**src/rtl/loopback_test_pkg.sv**
```systemverilog
// Shared definitions for the I/O loopback tester: echo mode codes and sizing helpers.
package loopback_test_pkg;

    typedef logic [1:0] mode_t;

    localparam mode_t MODE_TOGGLE = 2'd0;
    localparam mode_t MODE_FOLLOW = 2'd1;
    localparam mode_t MODE_INVERT = 2'd2;
    localparam mode_t MODE_HOLD   = 2'd3;

    // Ceiling log2; clog2(1) is 0.
    function automatic int unsigned clog2(input int unsigned value);
        int unsigned result;
        result = 0;
        for (int i = 0; i < 32; i++) begin
            if ((64'd1 << i) < 64'(value)) begin
                result = i + 1;
            end
        end
        return result;
    endfunction

    // The filter counter has to hold values up to FILT_CYCLES.
    function automatic int unsigned filt_cnt_width(input int unsigned filt_cycles);
        int unsigned w;
        w = clog2(filt_cycles + 1);
        return (w == 0) ? 1 : w;
    endfunction

endpackage

```
**src/rtl/io_sync_filter.sv**
```systemverilog
// One loopback channel front end: synchroniser chain, glitch filter and edge detection.
module io_sync_filter
    import loopback_test_pkg::*;
#(
    parameter int unsigned SYNC_STAGES = 2,
    parameter int unsigned FILT_CYCLES = 3
) (
    input  logic clk,
    input  logic reset,
    input  logic pin_i,
    output logic level_o,
    output logic rise_o,
    output logic fall_o
);

    localparam int unsigned CntW = filt_cnt_width(FILT_CYCLES);
    localparam logic [CntW-1:0] FiltLimit = CntW'(FILT_CYCLES);

    logic [SYNC_STAGES-1:0] sync_q;
    logic                   sync_level;
    logic [CntW-1:0]        cnt_q, cnt_d;
    logic [CntW-1:0]        cnt_inc;
    logic                   filt_q, filt_d;
    logic                   filt_dly_q;

    assign sync_level = sync_q[SYNC_STAGES-1];
    assign cnt_inc    = cnt_q + CntW'(1);

    // Shift the raw pin into the clk domain.
    always_ff @(posedge clk or posedge reset) begin
        if (reset) begin
            sync_q <= '0;
        end else begin
            sync_q <= {sync_q[SYNC_STAGES-2:0], pin_i};
        end
    end

    // Accept a new level only after it has differed from the old one for FILT_CYCLES cycles.
    always_comb begin
        cnt_d  = cnt_q;
        filt_d = filt_q;
        if (sync_level != filt_q) begin
            if (cnt_inc == FiltLimit) begin
                filt_d = sync_level;
                cnt_d  = '0;
            end else begin
                cnt_d = cnt_inc;
            end
        end else begin
            // Level returned before acceptance: the glitch is dropped.
            cnt_d = '0;
        end
    end

    // Filter state plus a one-cycle delayed copy for edge detection.
    always_ff @(posedge clk or posedge reset) begin
        if (reset) begin
            cnt_q      <= '0;
            filt_q     <= 1'b0;
            filt_dly_q <= 1'b0;
        end else begin
            cnt_q      <= cnt_d;
            filt_q     <= filt_d;
            filt_dly_q <= filt_q;
        end
    end

    assign level_o = filt_q;
    assign rise_o  = filt_q & ~filt_dly_q;
    assign fall_o  = ~filt_q & filt_dly_q;

endmodule

```
**src/rtl/io_loopback_tester.sv**
```systemverilog
// Board-level I/O loopback engine: filtered pin echo, per-channel edge counters,
// sticky activity flags and a slow LED pattern driven by one channel's rising edges.
module io_loopback_tester
    import loopback_test_pkg::*;
#(
    parameter int unsigned NUM_CH      = 7,
    parameter int unsigned SYNC_STAGES = 2,
    parameter int unsigned FILT_CYCLES = 3,
    parameter int unsigned CNT_WIDTH   = 16,
    parameter int unsigned LED_CH      = 6,
    parameter int unsigned LED_WIDTH   = 11
) (
    input  logic                          clk,
    input  logic                          reset,
    input  logic [1:0]                    mode,
    input  logic                          clear,
    input  logic [NUM_CH-1:0]             ch_in,
    output logic [NUM_CH-1:0]             ch_out,
    output logic [NUM_CH*CNT_WIDTH-1:0]   edge_cnt,
    output logic [NUM_CH-1:0]             active,
    output logic [2:0]                    led_pattern
);

    logic [NUM_CH-1:0] filt;
    logic [NUM_CH-1:0] rise;
    logic [NUM_CH-1:0] fall;

    logic [NUM_CH-1:0]                ch_out_q, ch_out_d;
    logic [NUM_CH-1:0][CNT_WIDTH-1:0] cnt_q, cnt_d;
    logic [NUM_CH-1:0]                active_q, active_d;
    logic [LED_WIDTH-1:0]             led_cnt_q, led_cnt_d;

    for (genvar g = 0; g < NUM_CH; g++) begin : gen_ch
        io_sync_filter #(
            .SYNC_STAGES (SYNC_STAGES),
            .FILT_CYCLES (FILT_CYCLES)
        ) u_filter (
            .clk     (clk),
            .reset   (reset),
            .pin_i   (ch_in[g]),
            .level_o (filt[g]),
            .rise_o  (rise[g]),
            .fall_o  (fall[g])
        );

        // A filtered level cannot rise and fall in the same cycle.
        a_edge_exclusive: assert property (@(posedge clk) disable iff (reset)
            !(rise[g] && fall[g]));
    end

    // Echo output next state; a mode change never reinitialises ch_out.
    always_comb begin
        ch_out_d = ch_out_q;
        unique case (mode)
            MODE_TOGGLE: ch_out_d = ch_out_q ^ rise;
            MODE_FOLLOW: ch_out_d = filt;
            MODE_INVERT: ch_out_d = ~filt;
            MODE_HOLD:   ch_out_d = ch_out_q;
        endcase
    end

    // Saturating edge counters and sticky flags; clear wins over a coincident rise.
    always_comb begin
        cnt_d    = cnt_q;
        active_d = active_q;
        for (int i = 0; i < NUM_CH; i++) begin
            if (clear) begin
                cnt_d[i]    = '0;
                active_d[i] = 1'b0;
            end else if (rise[i]) begin
                active_d[i] = 1'b1;
                if (cnt_q[i] != {CNT_WIDTH{1'b1}}) begin
                    cnt_d[i] = cnt_q[i] + CNT_WIDTH'(1);
                end
            end
        end
    end

    // LED counter wraps freely; only its top three bits are visible.
    always_comb begin
        led_cnt_d = led_cnt_q;
        if (clear) begin
            led_cnt_d = '0;
        end else if (rise[LED_CH]) begin
            led_cnt_d = led_cnt_q + LED_WIDTH'(1);
        end
    end

    // Register all observable state.
    always_ff @(posedge clk or posedge reset) begin
        if (reset) begin
            ch_out_q  <= '0;
            cnt_q     <= '0;
            active_q  <= '0;
            led_cnt_q <= '0;
        end else begin
            ch_out_q  <= ch_out_d;
            cnt_q     <= cnt_d;
            active_q  <= active_d;
            led_cnt_q <= led_cnt_d;
        end
    end

    assign ch_out      = ch_out_q;
    assign edge_cnt    = cnt_q;
    assign active      = active_q;
    assign led_pattern = led_cnt_q[LED_WIDTH-1 -: 3];

endmodule
```
**config.mk**
```make
export PLATFORM = sky130hd
export DESIGN_NAME = io_loopback_tester
export DESIGN_NICKNAME = d
export VERILOG_FILES = /design/src/rtl/loopback_test_pkg.sv /design/src/rtl/io_sync_filter.sv /design/src/rtl/io_loopback_tester.sv
export SDC_FILE = /design/constraint.sdc
export NUM_CORES = 1
export LEC_CHECK = 0
export CAP_MARGIN = 20
export CORE_ASPECT_RATIO = 1.5
export CORE_MARGIN = 4
export CORE_UTILIZATION = 48
export CTS_CLUSTER_DIAMETER = 50
export DETAILED_ROUTE_END_ITERATION = 12
export GPL_ROUTABILITY_DRIVEN = 1
export PLACE_DENSITY = 0.78
export SLEW_MARGIN = 20
export SYNTH_ARGS = -nofsm -noshare
export SYNTH_HDL_FRONTEND = slang
export SYNTH_SLANG_ARGS = --single-unit
export TNS_END_PERCENT = 30
```
**constraint.sdc**
```tcl
create_clock -name clk -period 6.72 [get_ports clk]
set_input_delay 2.016 -clock clk [delete_from_list [all_inputs] [get_ports clk]]
set_output_delay 2.016 -clock clk [all_outputs]
set_load 0.05 [all_outputs]
```
==> qor.txt <==
largest family of logic cells by synthesized area = simple AND/OR/NAND/NOR gates
Pre-Repair DR Iteration Count = 5
leading area contributor after synthesis = dfrtp_1
top_reg_cell synth = dfrtp_1
vias in the first global route = 6534
Worst slew margin = 36.8%
sequential share of the synthesized area = 52.7%
share of layout cells above drive strength 1 = 6.69%
DP Wirelength = 13200 um
Worst Slack Setup Final = 2940 ps
Worst setup EP type = output port
Worst Tran Pin Value = 946 ps
status = finished, final reports clean
Synth Area in Adders = 1.62%
max-slew violations = 0
antenna viol nets, final = 0
Post-synth EDFFs = 0
Max Freq = 265 MHz
top cell type's share of synthesized area = 52.7%
# clock sinks = 179
Die X = 117 um
Fillers = 1434
M1 GR Usage = 25.1%
H-tree Lvls = 4
Area Growth Syn to Fin = 25.9%
Total Wirelength = 18900 um
Via Count = 6604
Crit Path Category = flop to output port
CTS clock-pin slew for the worst setup and hold paths = 70 ps
Final Hold Fails = 0
Post-Syn Area = 8490 sq um
Layout Nets = 981
WP data required = 4700 ps
clock latency on the worst-skew pair = 430 ps
crit-path max FO = 6
Post-Synthesis Cells = 824
Setup Skew = 8.69 ps
GR Layer Usage met3 = 5.13%
crit path max-delay cell type = clkdlybuf4s50_1
FF+latch count, synth = 179
Area contributors post-synth = dfrtp_1 (53%), nor2_1 (5.1%), xnor2_1 (4.8%), xor2_1 (4.5%), nand4_1 (2.4%)
critical path cell sequence = clkdlybuf4s50_1
Top delay family on crit path = buffers and inverters
CTS Buf Count = 17
Multi-input gate area = 3800 sq um
final worst-path cycle share = 56.2%
die height = 171 um
WL per Instance = 16.0 um
post-synthesis compound-gate area fraction = 8.32%
Post-CTS Hold Buffers = 0
xor-xnor portion of the synthesized cell area = 9.38%
Placed Area = 10100 sq um
HP Class = flop to flop
Post-Synth Simple-Gate Area = 22.4%
post-synthesis mux area share = 3.00%
met2 GRT Util = 32.5%
Async SR Flop Fraction = 100%
first-pass GRT wire length = 32300 um
Max-Cap Viols = 0
Iter 0 DRT Violations = 317
Final GP Congestion = 0.811
Via density = 5.57
setup repair bufs after CTS = 0
total gr overflow = 0
TritonCTS clock tree = done
pin count of the biggest net entering global routing = 87
P per Cell Area = 294 nW/um^2
RSZ-0062 raised after global routing = false
Post-Route Setup TNS = 0 ps
top post-synthesis cells by count = dfrtp_1 (179), nor2_1 (115), xnor2_1 (47)
CTS root buf = clkbuf_16
Initial Util = 49.0%
gr busiest metal = met2
antenna violations before repair = 1
CORE AREA = 17300 sq um
post-synthesis average cell area = 10.3 sq um
Synth Net Count = 847
Util after Layout = 61.6%
Worst setup SP type = flop
Pleak = 4.31 nW
critical path data arrival time = 1760 ps
Remaining DRCs = 0
post-cts repair resize count = 0
final setup fails = 0
I/O Pins = 141
fin crit period = 3780 ps
die area = 19900 sq um
yosys warns = 0
I/O Buffers = 140
buffers and inverters on the worst path = 1
worst vdd ir = 0.000188 V
post-place setup slack = 2990 ps
count leader, synth = dfrtp_1
Reg area = 4480 sq um
post-route cell area = 10700 sq um
Global Route Usage Sum = 20.0%
maximum clock path buffer count = 2
Crit path largest cell delay = 880 ps
Netlist cell types = 53
Row Count = 59
[path summary, 6_finish.rpt]
path / startpoint / endpoint / slack [ps] / cells past startpoint
setup / recovery: edge_cnt[82]$_DFFE_PP0P_ / edge_cnt[82] / 2940 / 1
setup reg to reg: edge_cnt[16]$_DFFE_PP0P_ / edge_cnt[29]$_DFFE_PP0P_ / 4550 / 6
hold reg to reg: gen_ch[0].u_filter.sync_q[0]$_DFF_PP0_ / gen_ch[0].u_filter.sync_q[1]$_DFF_PP0_ / 350 / 0
min in group asynchronous: reset / edge_cnt[36]$_DFFE_PP0P_ / 2130 / 2
max in group asynchronous: reset / gen_ch[6].u_filter.level_o$_DFFE_PP0P_ / 3630 / 3
hold / removal: gen_ch[0].u_filter.sync_q[0]$_DFF_PP0_ / gen_ch[0].u_filter.sync_q[1]$_DFF_PP0_ / 350 / 0
[final cells by class]
cell class / count / share of cell area, %
Clock buffer: 20 / 4.37
Tap cell: 213 / 2.49
Clock inverter: 12 / 1.35
Timing Repair Buffer: 144 / 13.6
Antenna cell: 1 / 0.0234
Sequential cell: 179 / 41.9
Inverter: 20 / 0.737
Multi-Input combinational cell: 596 / 35.5
[cell usage in the layout, fill, tap and decap left out, types with 21 or more instances in the layout]
cell type,instances
clkdlybuf4s50_1,139
nand2_1,36
nor2_1,115
xnor2_1,47
a21oi_1,40
o21ai_0,21
nor3_1,40
dfrtp_1,179
xor2_1,44
nand3_1,29
nand4_1,33
[sequential cells by signal, indices dropped and copies added, names as in the netlist]
name,cells
gen_ch.u_filter.sync_q,14
edge_cnt,112
gen_ch.u_filter.cnt_q,14
led_cnt_q,11
ch_out,7
gen_ch.u_filter.filt_dly_q,7
active,7
gen_ch.u_filter.level_o,7
[metal layers]
| metal | vias up | wire length, um |
|---|---|---|
| li1 | 3179 | - |
| met2 | 149 | 9550 |
| met3 | 50 | 797 |
| met1 | 3226 | 7890 |
| met5 | - | 0 |
| met4 | 0 | 702 |
[kinds of logic (layout without fill, tap and decap cells)]
family / count (synthesis) / after routing
AND/OR/NAND/NOR: 359 / 359
flip-flops: 179 / 179
AO/OA/AOI/OAI: 111 / 111
XOR/XNOR: 91 / 91
buffers and inverters: 49 / 196
multiplexers: 24 / 24
adder cells (fa/ha/maj): 11 / 11
other: 0 / 1
[power by group]
part | switching (W) | total (W) | internal (W)
combinational | 0.000473 | 0.000765 | 0.000292
clock | 0.000431 | 0.00102 | 0.000585
sequential | 0.000143 | 0.00136 | 0.00122
[worst register-to-register path: cells and delay by family (launching register included)]
family	cells	cell delay [ps]
AO/OA/AOI/OAI	1	800
flip-flops	1	430
AND/OR/NAND/NOR	3	430
adder cells (fa/ha/maj)	1	200
XOR/XNOR	1	180
[metrics by stage]
stage	hold WS, ps	power (W)	std cells
floorplan	331	0.00191	824
global placement	332	0.00213	1152
detailed placement	335	0.00215	1152
CTS	352	0.00318	1184
global route	358	0.00331	1185
finish	352	0.00315	1185
Power figures use the tool's default switching activity.
